===== src/rtl/prio_arb_4ch.sv =====
// prio_arb_4ch: four-requester arbiter with a hold limit per owner.
// An owner keeps the grant until it signals done, drops its request, or has
// held for MAX_HOLD cycles. Every release is followed by one idle cycle.
// tout flags a release forced only by the hold limit.
// Optional build macro ARB_RR_EN: round-robin winner selection (a pointer
// register remembers the last owner). Without it, the highest requesting
// index wins.
module prio_arb_4ch #(
  parameter int MAX_HOLD = 16
) (
  input  logic       clk,
  input  logic       rst,
  input  logic [3:0] req,
  input  logic       done,
  output logic [3:0] gnt,
  output logic [1:0] gnt_id,
  output logic       gnt_v,
  output logic       tout
);

  localparam int CNT_W = $clog2(MAX_HOLD);

  typedef enum logic {IDLE = 1'b0, BUSY = 1'b1} state_t;

  state_t           state, state_n;
  logic [CNT_W-1:0] hold_cnt, hold_cnt_n;
  logic [3:0]       gnt_n;
  logic [1:0]       gnt_id_n;
  logic             gnt_v_n;
  logic             tout_n;
  logic [1:0]       win;
  logic             rel_norm;
  logic             rel_lim;

`ifdef ARB_RR_EN
  logic [1:0] last, last_n;

  // Search last-1, last-2, last-3, last (mod 4); first requesting index wins.
  function automatic logic [1:0] rr_pick(input logic [3:0] r, input logic [1:0] p);
    logic [1:0] w;
    logic [1:0] idx;
    logic       found;
    w     = p;
    found = 1'b0;
    for (int k = 1; k <= 4; k++) begin
      idx = p - 2'(k);
      if (!found && r[idx]) begin
        w     = idx;
        found = 1'b1;
      end
    end
    return w;
  endfunction
`else
  // Highest set index wins (3 > 2 > 1 > 0).
  function automatic logic [1:0] fixed_pick(input logic [3:0] r);
    logic [1:0] w;
    w = 2'd0;
    for (int i = 0; i < 4; i++) begin
      if (r[i]) w = 2'(i);
    end
    return w;
  endfunction
`endif

  // State and registered outputs; reset drops the grant immediately.
  always_ff @(posedge clk or posedge rst) begin
    if (rst) begin
      state    <= IDLE;
      gnt      <= 4'b0000;
      gnt_id   <= 2'd0;
      gnt_v    <= 1'b0;
      tout     <= 1'b0;
      hold_cnt <= '0;
`ifdef ARB_RR_EN
      last     <= 2'd0;
`endif
    end else begin
      state    <= state_n;
      gnt      <= gnt_n;
      gnt_id   <= gnt_id_n;
      gnt_v    <= gnt_v_n;
      tout     <= tout_n;
      hold_cnt <= hold_cnt_n;
`ifdef ARB_RR_EN
      last     <= last_n;
`endif
    end
  end

  // Next-state, winner selection and next values of the output registers.
  always_comb begin
    state_n    = state;
    gnt_n      = gnt;
    gnt_id_n   = gnt_id;
    gnt_v_n    = gnt_v;
    tout_n     = 1'b0;
    hold_cnt_n = hold_cnt;
`ifdef ARB_RR_EN
    last_n     = last;
    win        = rr_pick(req, last);
`else
    win        = fixed_pick(req);
`endif
    rel_norm   = done || !req[gnt_id];
    rel_lim    = (hold_cnt == CNT_W'(MAX_HOLD - 1));

    case (state)
      IDLE: begin
        if (req != 4'b0000) begin
          state_n    = BUSY;
          gnt_n      = 4'b0001 << win;
          gnt_id_n   = win;
          gnt_v_n    = 1'b1;
          hold_cnt_n = '0;
`ifdef ARB_RR_EN
          last_n     = win;
`endif
        end else begin
          gnt_n    = 4'b0000;
          gnt_id_n = 2'd0;
          gnt_v_n  = 1'b0;
        end
      end
      BUSY: begin
        if (rel_norm || rel_lim) begin
          // A normal release takes precedence, so tout marks only pure timeouts.
          state_n    = IDLE;
          gnt_n      = 4'b0000;
          gnt_id_n   = 2'd0;
          gnt_v_n    = 1'b0;
          hold_cnt_n = '0;
          tout_n     = rel_lim && !rel_norm;
        end else begin
          hold_cnt_n = hold_cnt + 1'b1;
        end
      end
      default: begin
        state_n    = IDLE;
        gnt_n      = 4'b0000;
        gnt_id_n   = 2'd0;
        gnt_v_n    = 1'b0;
        hold_cnt_n = '0;
      end
    endcase
  end

endmodule


===== config.mk =====
export PLATFORM = sky130hd
export DESIGN_NAME = prio_arb_4ch
export DESIGN_NICKNAME = d
export VERILOG_FILES = /design/src/rtl/prio_arb_4ch.sv
export SDC_FILE = /design/constraint.sdc
export NUM_CORES = 1
export LEC_CHECK = 0
export CAP_MARGIN = 20
export CELL_PAD_IN_SITES_DETAIL_PLACEMENT = 0
export CELL_PAD_IN_SITES_GLOBAL_PLACEMENT = 2
export CORE_MARGIN = 2
export CORE_UTILIZATION = 32
export DETAILED_ROUTE_END_ITERATION = 8
export PLACE_DENSITY_LB_ADDON = 0.12
export SYNTH_ARGS = -nofsm -noshare
export SYNTH_HDL_FRONTEND = slang
export SYNTH_SLANG_ARGS = --single-unit

===== constraint.sdc =====
create_clock -name clk -period 3.74 [get_ports clk]
set_input_delay 0.935 -clock clk [delete_from_list [all_inputs] [get_ports clk]]
set_output_delay 0.935 -clock clk [all_outputs]
set_load 0.005 [all_outputs]

* Yosys cells after proc, flatten, opt, wreduce, memory -nomap -nowiden *
Cells that the tools add are included.
W data, S select, Z words.

word-level totals
  flip-flop bits (word level) = 13
  bits in latches = 0
  memory bits (writable) = 0
  bits in read-only memories = 0
  input port bits = 7
  output and inout bits = 8
  logic and storage cells = 40
  memories = 0

operators by class
  $add $sub $neg = 1
  multipliers = 0
  divide/modulo/power cells = 0
  $lt $le $gt $ge = 1
  equality and inequality tests = 3
  shift-type cells = 1
  muxes and demuxes = 21
  bitwise gates (word level) = 1
  reductions and logical operators = 6

operators with widths
  cell                   count
  $mux W4                4
  $pmux W4 S2            2
  $mux W2                4
  $mux W1                7
  $add A4 B1 Y4 const B  1
  $eq A4 B4 Y1 const B   1
  $pmux W1 S2            2
  $pmux W2 S2            1
  $reduce_bool A4 Y1     1
  $shl A1 B2 Y4 const A  1
  $lt A2 B3 Y1 const B   1
  $bmux W1 S2            1
  $logic_not A1 Y1       2
  $logic_or A1 B1 Y1     2
  $ne A2 B1 Y1 const B   1
  $ne A2 B2 Y1 const B   1
  $logic_and A1 B1 Y1    1
  $not A1 Y1             1

* Longest topological paths before layout *
Gate-level depths: netlist of the first run.

  word-level depth = 8
  depth in mapped cells = 5
  mapped depth without buffers = 4

* Least setup slack after synthesis of the first run *
No wires, ideal clock.

  path kind = input to register
  start point = input req[1]
  end point = register hold_cnt[3]
  setup time = 0.126 ns
  arrival = 1.901 ns
  required time = 3.614 ns
  path slack = 1.713 ns
  cell stages on the path = 5
  path buffers = 1
  cell sequence = mux2_4 > a22oi_4 > nor2b_2 > buf_6 > a221o_1

between the ends
  longest elaborated chain between the ends = 7
  elaborated cells on any way between the ends = 9
  classes of those cells = eq/ne: 1; mux: 4; reduce/logical: 4

RTL lines
  what                           line  RTL
  start: declaration             13    input logic [3:0] req,
  $bmux W1 S2                    105   rel_norm = done || !req[gnt_id];
  $mux W1 (implied by the code)  105
  $logic_not A1 Y1               105
  $logic_or A1 B1 Y1             105
  $logic_or A1 B1 Y1             126   if (rel_norm || rel_lim) begin
  $mux W4                        126
  $pmux W4 S2                    108   case (state)
  end signal: assignment         84    hold_cnt <= hold_cnt_n;
  end: declaration               26    logic [CNT_W-1:0] hold_cnt, hold_cnt_n;

Several ways; a longest one is shown, not always the timed one. The select of a mux whose other input is x is not followed.
A chain may end at the register's enable or synchronous reset.

* Worst setup path after layout of the first run *
  start point = input req[3]
  end point = register hold_cnt[3]

The elaborated chain is that of the path after synthesis.

==> results of run 1 <==
-- final timing paths --
path,from,endpoint,slack [ns],cells past startpoint
max reg2reg,gnt_id[1]$_DFFE_PP0P_,hold_cnt[3]$_DFFE_PP0P_,2.14,4
min reg2reg,gnt_v$_DFFE_PP0P_,gnt_v$_DFFE_PP0P_,0.49,1
max,req[3],hold_cnt[3]$_DFFE_PP0P_,1.45,5
min in group asynchronous,rst,gnt_v$_DFFE_PP0P_,0.97,2
max in group asynchronous,rst,hold_cnt[2]$_DFFE_PP0P_,2.44,2
min,gnt_v$_DFFE_PP0P_,gnt_v$_DFFE_PP0P_,0.49,1
-- logic make-up after synthesis --
family,Yosys count
and+or+nand+nor,17
buffers and inverters,5
muxes,3
adders and majority gates,1
DFF,13
AOI/OAI and AO/OA,14
-- synthesized netlist by cell type (all sizes together), types with 2 or more instances --
cell / n / area, sq um
nor2: 4 / 15.0
a22o: 4 / 35.0
nor3b: 2 / 20.0
mux2: 3 / 37.5
nand2: 2 / 7.51
and2: 2 / 13.8
nand3: 2 / 10.0
a21o: 2 / 15.0
a21oi: 2 / 10.0
inv: 4 / 15.0
dfrtp: 13 / 325
-- sequential cells by signal (all words and copies together), names as in the netlist --
name      count
gnt           4
gnt_id        2
gnt_v         1
hold_cnt      4
state         1
tout          1
-- per-stage QoR --
stage / power (W) / instance area (sq um) / utilization / hold slack (ns) / setup WS, ns
after floorplan: 0.000300 / 628 / - / 0.474 / 1.71
after global placement: 0.000370 / 791 / 0.416 / 0.466 / 1.18
after detailed placement: 0.000371 / 791 / 0.416 / 0.470 / 1.14
after CTS: 0.000464 / 817 / 0.430 / 0.491 / 1.44
after global routing: 0.000492 / 817 / 0.430 / 0.526 / 1.40
final: 0.000454 / 817 / 0.430 / 0.485 / 1.45
-- worst register-to-register path: cells and delay by family, from the launching register on --
| kind | cells | cell delay, ns |
|---|---|---|
| DFF | 1 | 0.43 |
| muxes | 1 | 0.39 |
| AOI/OAI and AO/OA | 2 | 0.52 |
| and+or+nand+nor | 1 | 0.14 |
-- metal layers --
metal | routed length [microns] | up-vias
met5 | 0 | -
met4 | 36 | 0
met3 | 51 | 5
met2 | 552 | 13
met1 | 610 | 219
li1 | - | 227
-- final cells by class --
class	instances	area [sq um]	area share
well taps	27	33.8	0.0413
multi-input cells	35	277	0.338
clock buffers	4	26.3	0.0322
inverters	4	15.0	0.0184
repair buffers	14	140	0.172
flip-flops and latches	13	325	0.398
-- report_power, final --
group	switching [W]	total [W]	leakage (nW)	internal, W
sequential	0.0000359	0.000210	0.171	0.000174
clock	0.0000471	0.0000886	0.0150	0.0000414
combinational	0.0000614	0.000156	0.203	0.0000943
total	0.000144	0.000454	0.389	0.000309
==> impl_metrics.py, run 1 <==
metrics = {
    "pwr": {
        "leakage_nw": 0.389,
        "cellPowerDensity_nw_per_um2": 555,
        "peakVddDrop_uv": 247,
    },
    "logic_synthesis": {
        "yosysWarnings": 0,
        "ys_types": 27,
        "synth-seq-cells": 13,
        "ys_async_sr_fraction": 1.00,
        "syn-num-nets": 61,
        "synth_top_family_by_area": "compound AO/OA/AOI/OAI gates",
        "synthMuxAreaShare": 0.0598,
        "yosysSeqAreaShare": 0.518,
        "synth-main-ff-cell": "dfrtp_1",
        "synthSimpleGateAreaFrac": 0.163,
        "synth_area_sq_um": 628,
        "synth-edff-count": 0,
        "synth_cells": 53,
        "post_synth.cell_area_avg_sq_um": 11.9,
        "synth_xor_area_frac": 0,
        "synthAdderAreaFrac": 0.0199,
        "synth-compound-area-share": 0.197,
    },
    "finish": {
        "fillers": 183,
        "final_common_cell": "clkdlybuf4s50_1",
        "drive_gt1_frac": 0.157,
        "synthToLayoutAreaGrowth_pct": 30.1,
        "final_cell_mix": "clkdlybuf4s50_1 (14), dfrtp_1 (13), inv_1 (4), nor2_1 (4), a22o_1 (4)",
        "antenna_cells": 0,
        "nets": 79,
        "final_cells": 97,
    },
    "timing": {
        "fin_tns_setup_ns": 0,
        "worst_pin_slew_ns": 0.496,
        "fin_crit_ns": 2.29,
        "fmax_mhz": 437,
        "finalClockSkew_ns": 0.00234,
        "slew_viol_final": 0,
        "slew_headroom": 0.669,
        "hold_viol_final": 0,
        "setup_viol": 0,
        "finalCritPeriodShare": 0.612,
        "rsz0062_at_grt": "false",
    },
    "critical_path": {
        "cp-end-kind": "flop",
        "cp_data_arrival_time_ns": 2.46,
        "critical_path.top_delay_family": "compound AO/OA/AOI/OAI gates",
        "crit_required_ns": 3.91,
        "crit_path_top_delay_cell": "clkdlybuf4s50_1",
        "start_kind": "primary input",
        "path_class": "in -> reg",
        "cp_max_fo": 10,
        "cp_cell_sequence": "clkdlybuf4s50_1 > mux2_4 > a22oi_4 > nor2b_2 > a221o_1",
        "cp_slowest_stage_delay_ns": 0.50,
        "crit_buf_inv": 1,
    },
    "die": {
        "die_x_microns": 48.3,
        "core_area_sq_um": 1900,
        "fp.dieArea_sq_um": 2330,
        "start_util": 0.330,
        "num_rows": 16,
        "ios": 15,
        "die_y_microns": 48.3,
    },
    "detailed_routing": {
        "avgViaCountPerCell": 4.78,
        "drt_wl_total_microns": 1250,
        "ant_nets": 0,
        "wire_per_inst_microns": 12.9,
        "route.vias.total": 464,
        "initialDrtViolationCount": 3,
        "dr.pass1.iters": 4,
        "drc_errors": 0,
    },
    "run_status": {
        "status": "finished, final reports clean",
    },
    "clocking": {
        "cts.sinks": 13,
        "clockBufferDepth": 2,
        "cts_hold_buf": 0,
        "cts-buffers-inserted": 3,
        "cts_resized": 0,
        "h-tree-depth": 1,
        "clkTransAtPathRegs_ns": 0.08,
        "clk_latency_ns": 0.28,
        "post_cts_buffers": 0,
        "root_buffer": "clkbuf_4",
        "cts_tree": "built",
    },
    "global_routing": {
        "grt_use_total": 0.120,
        "met1_usage": 0.155,
        "grt_remaining_overflow": 0,
        "grtUsageMet2": 0.174,
        "gr-usage-met3": 0.0340,
        "grt_pass1_wl_microns": 2090,
        "grt_max_degree": 14,
        "top_usage_layer": "met2",
        "grt_pass1_vias": 431,
        "antenna_found_initial": 0,
    },
    "placed_design": {
        "io_buffers": 14,
        "gp_congestion": 0.658,
        "placed_cells": 93,
        "dp_hpwl_microns": 905,
    },
    "worst_hold_path": {
        "min_path_type": "reg -> reg",
    },
    "flow_run": {
        "maxCapViolCount": 0,
    },
}
Power figures use the tool's default switching activity.
==> inputs of run 2 (changes only) <==
--- a/config.mk
+++ b/config.mk
@@ -9,7 +9,7 @@
 export CELL_PAD_IN_SITES_DETAIL_PLACEMENT = 0
 export CELL_PAD_IN_SITES_GLOBAL_PLACEMENT = 2
 export CORE_MARGIN = 2
-export CORE_UTILIZATION = 32
+export CORE_UTILIZATION = 27
 export DETAILED_ROUTE_END_ITERATION = 8
 export PLACE_DENSITY_LB_ADDON = 0.12
 export SYNTH_ARGS = -nofsm -noshare
==> constraint.sdc (replaced) <==
create_clock -name clk -period 2 [get_ports clk]
set_input_delay 0.5 -clock clk [delete_from_list [all_inputs] [get_ports clk]]
set_output_delay 0.5 -clock clk [all_outputs]
set_load 0.005 [all_outputs]
==> impl_metrics.py, run 2 (synthesis gave the netlist of run 1 again) <==
metrics = {
    "run_status": {
        "status": "finished, final reports clean",
    },
    "critical_path": {
        "crit_path_top_delay_cell": "clkdlybuf4s50_1",
        "cp_max_fo": 5,
        "cp_slowest_stage_delay_ns": 0.48,
        "crit_required_ns": 2.16,
        "cp_data_arrival_time_ns": 1.91,
        "cp-end-kind": "flop",
        "path_class": "in -> reg",
        "start_kind": "primary input",
        "cp_cell_sequence": "clkdlybuf4s50_1 > mux2_2 > a22oi_4 > buf_4 > nor4_1 > a221o_1",
    },
    "pwr": {
        "total_power_w": 0.000869,
        "cellPowerDensity_nw_per_um2": 990,
        "leakage_nw": 0.428,
        "peakVddDrop_uv": 427,
    },
    "flow_run": {
        "maxCapViolCount": 0,
    },
    "detailed_routing": {
        "drt_wl_total_microns": 1300,
        "initialDrtViolationCount": 1,
        "drc_errors": 0,
        "dr.pass1.iters": 3,
        "route.vias.total": 484,
        "wire_per_inst_microns": 12.2,
        "ant_nets": 0,
        "avgViaCountPerCell": 4.57,
    },
    "placed_design": {
        "gp_congestion": 0.691,
        "dpl_cell_area_sq_um": 852,
        "io_buffers": 14,
        "dp_hpwl_microns": 968,
    },
    "die": {
        "die_y_microns": 52.2,
        "die_x_microns": 52.2,
        "num_rows": 17,
        "fp.dieArea_sq_um": 2730,
        "ios": 15,
        "start_util": 0.284,
        "core_area_sq_um": 2210,
    },
    "finish": {
        "final_common_cell": "clkdlybuf4s50_1",
        "nets": 87,
        "final_cell_mix": "clkdlybuf4s50_1 (14), dfrtp_1 (13), buf_4 (8)",
        "antenna_cells": 0,
        "drive_gt1_frac": 0.244,
        "utilization": 0.397,
        "design_area_sq_um": 878,
        "fillers": 224,
        "largestRegisters": "gnt x4, hold_cnt x4, gnt_id x2",
        "synthToLayoutAreaGrowth_pct": 39.8,
    },
    "clocking": {
        "cts.sinks": 13,
        "h-tree-depth": 1,
        "clkTransAtPathRegs_ns": 0.08,
        "clockBufferDepth": 2,
        "clk_latency_ns": 0.27,
        "cts-buffers-inserted": 3,
        "cts_tree": "built",
        "cts_resized": 0,
        "cts_hold_buf": 0,
        "root_buffer": "clkbuf_4",
        "post_cts_buffers": 0,
    },
    "global_routing": {
        "antenna_found_initial": 0,
        "grt_pass1_vias": 496,
        "grt_pass1_wl_microns": 2060,
        "grt_max_degree": 14,
        "grt_use_total": 0.105,
        "grt_remaining_overflow": 0,
    },
    "timing": {
        "slew_viol_final": 0,
        "fin_crit_ns": 1.74,
        "fmax_mhz": 573,
        "setup_viol": 0,
        "fin_tns_setup_ns": 0,
        "whs_ns": 0.504,
        "rsz0062_at_grt": "false",
        "finalCritPeriodShare": 0.872,
        "slew_headroom": 0.671,
        "finalClockSkew_ns": 0.000768,
        "worst_pin_slew_ns": 0.492,
        "hold_viol_final": 0,
    },
    "worst_hold_path": {
        "min_path_type": "reg -> reg",
    },
}
==> run 2: cell count changes in the layout (fill, tap and decap cells not counted) <==
| cell | previous run | this run |
|---|---|---|
| buf_4 | 0 | 8 |
==> run 2: final timing paths <==
check	start	to	slack [ns]	cells past startpoint
hold / removal	gnt_v$_DFFE_PP0P_	gnt_v$_DFFE_PP0P_	0.50	1
setup reg to reg	gnt_id[1]$_DFFE_PP0P_	hold_cnt[3]$_DFFE_PP0P_	0.49	5
max in group asynchronous	rst	gnt[3]$_DFFE_PP0P_	1.13	2
min in group asynchronous	rst	gnt[1]$_DFFE_PP0P_	0.54	2
setup / recovery	req[2]	hold_cnt[3]$_DFFE_PP0P_	0.26	6
hold reg to reg	gnt_v$_DFFE_PP0P_	gnt_v$_DFFE_PP0P_	0.50	1
==> run 2: area by class of cell <==
class	instances	area (sq um)	share of cell area
Clock buffer	4	26.3	0.0299
Tap cell	28	35.0	0.0399
Inverter	4	15.0	0.0171
Timing Repair Buffer	22	200	0.228
Multi-Input combinational cell	35	277	0.315
Sequential cell	13	325	0.370
==> run 2: layer usage <==
metal  share of wire  global-route usage  routed length, microns
met1            0.50               0.133                     655
met4               0              0.0513                       0
met2            0.45               0.167                     581
met3           0.047              0.0257                      61
met5               0                   0                       0
==> run 2: metrics by stage <==
stage                     instances  setup WS, ns
after detailed placement        102       -0.0374
final                           106         0.255
after CTS                       106         0.268
after global routing            106         0.171
after floorplan                  53         0.408
after global placement          102       -0.0286
==> run 2: where the power goes <==
| group | total, W | switching, W | internal (W) |
|---|---|---|---|
| combinational | 0.000312 | 0.000117 | 0.000194 |
| clock | 0.000165 | 0.0000878 | 0.0000772 |
| sequential | 0.000392 | 0.0000675 | 0.000325 |
| total | 0.000869 | 0.000273 | 0.000597 |
==> run 2: critical path, delay by kind of cell <==
kind / cells / cell delay, ns
mux: 1 / 0.32
simple gates: 1 / 0.05
compound gates: 2 / 0.39
buf+inv: 2 / 0.64
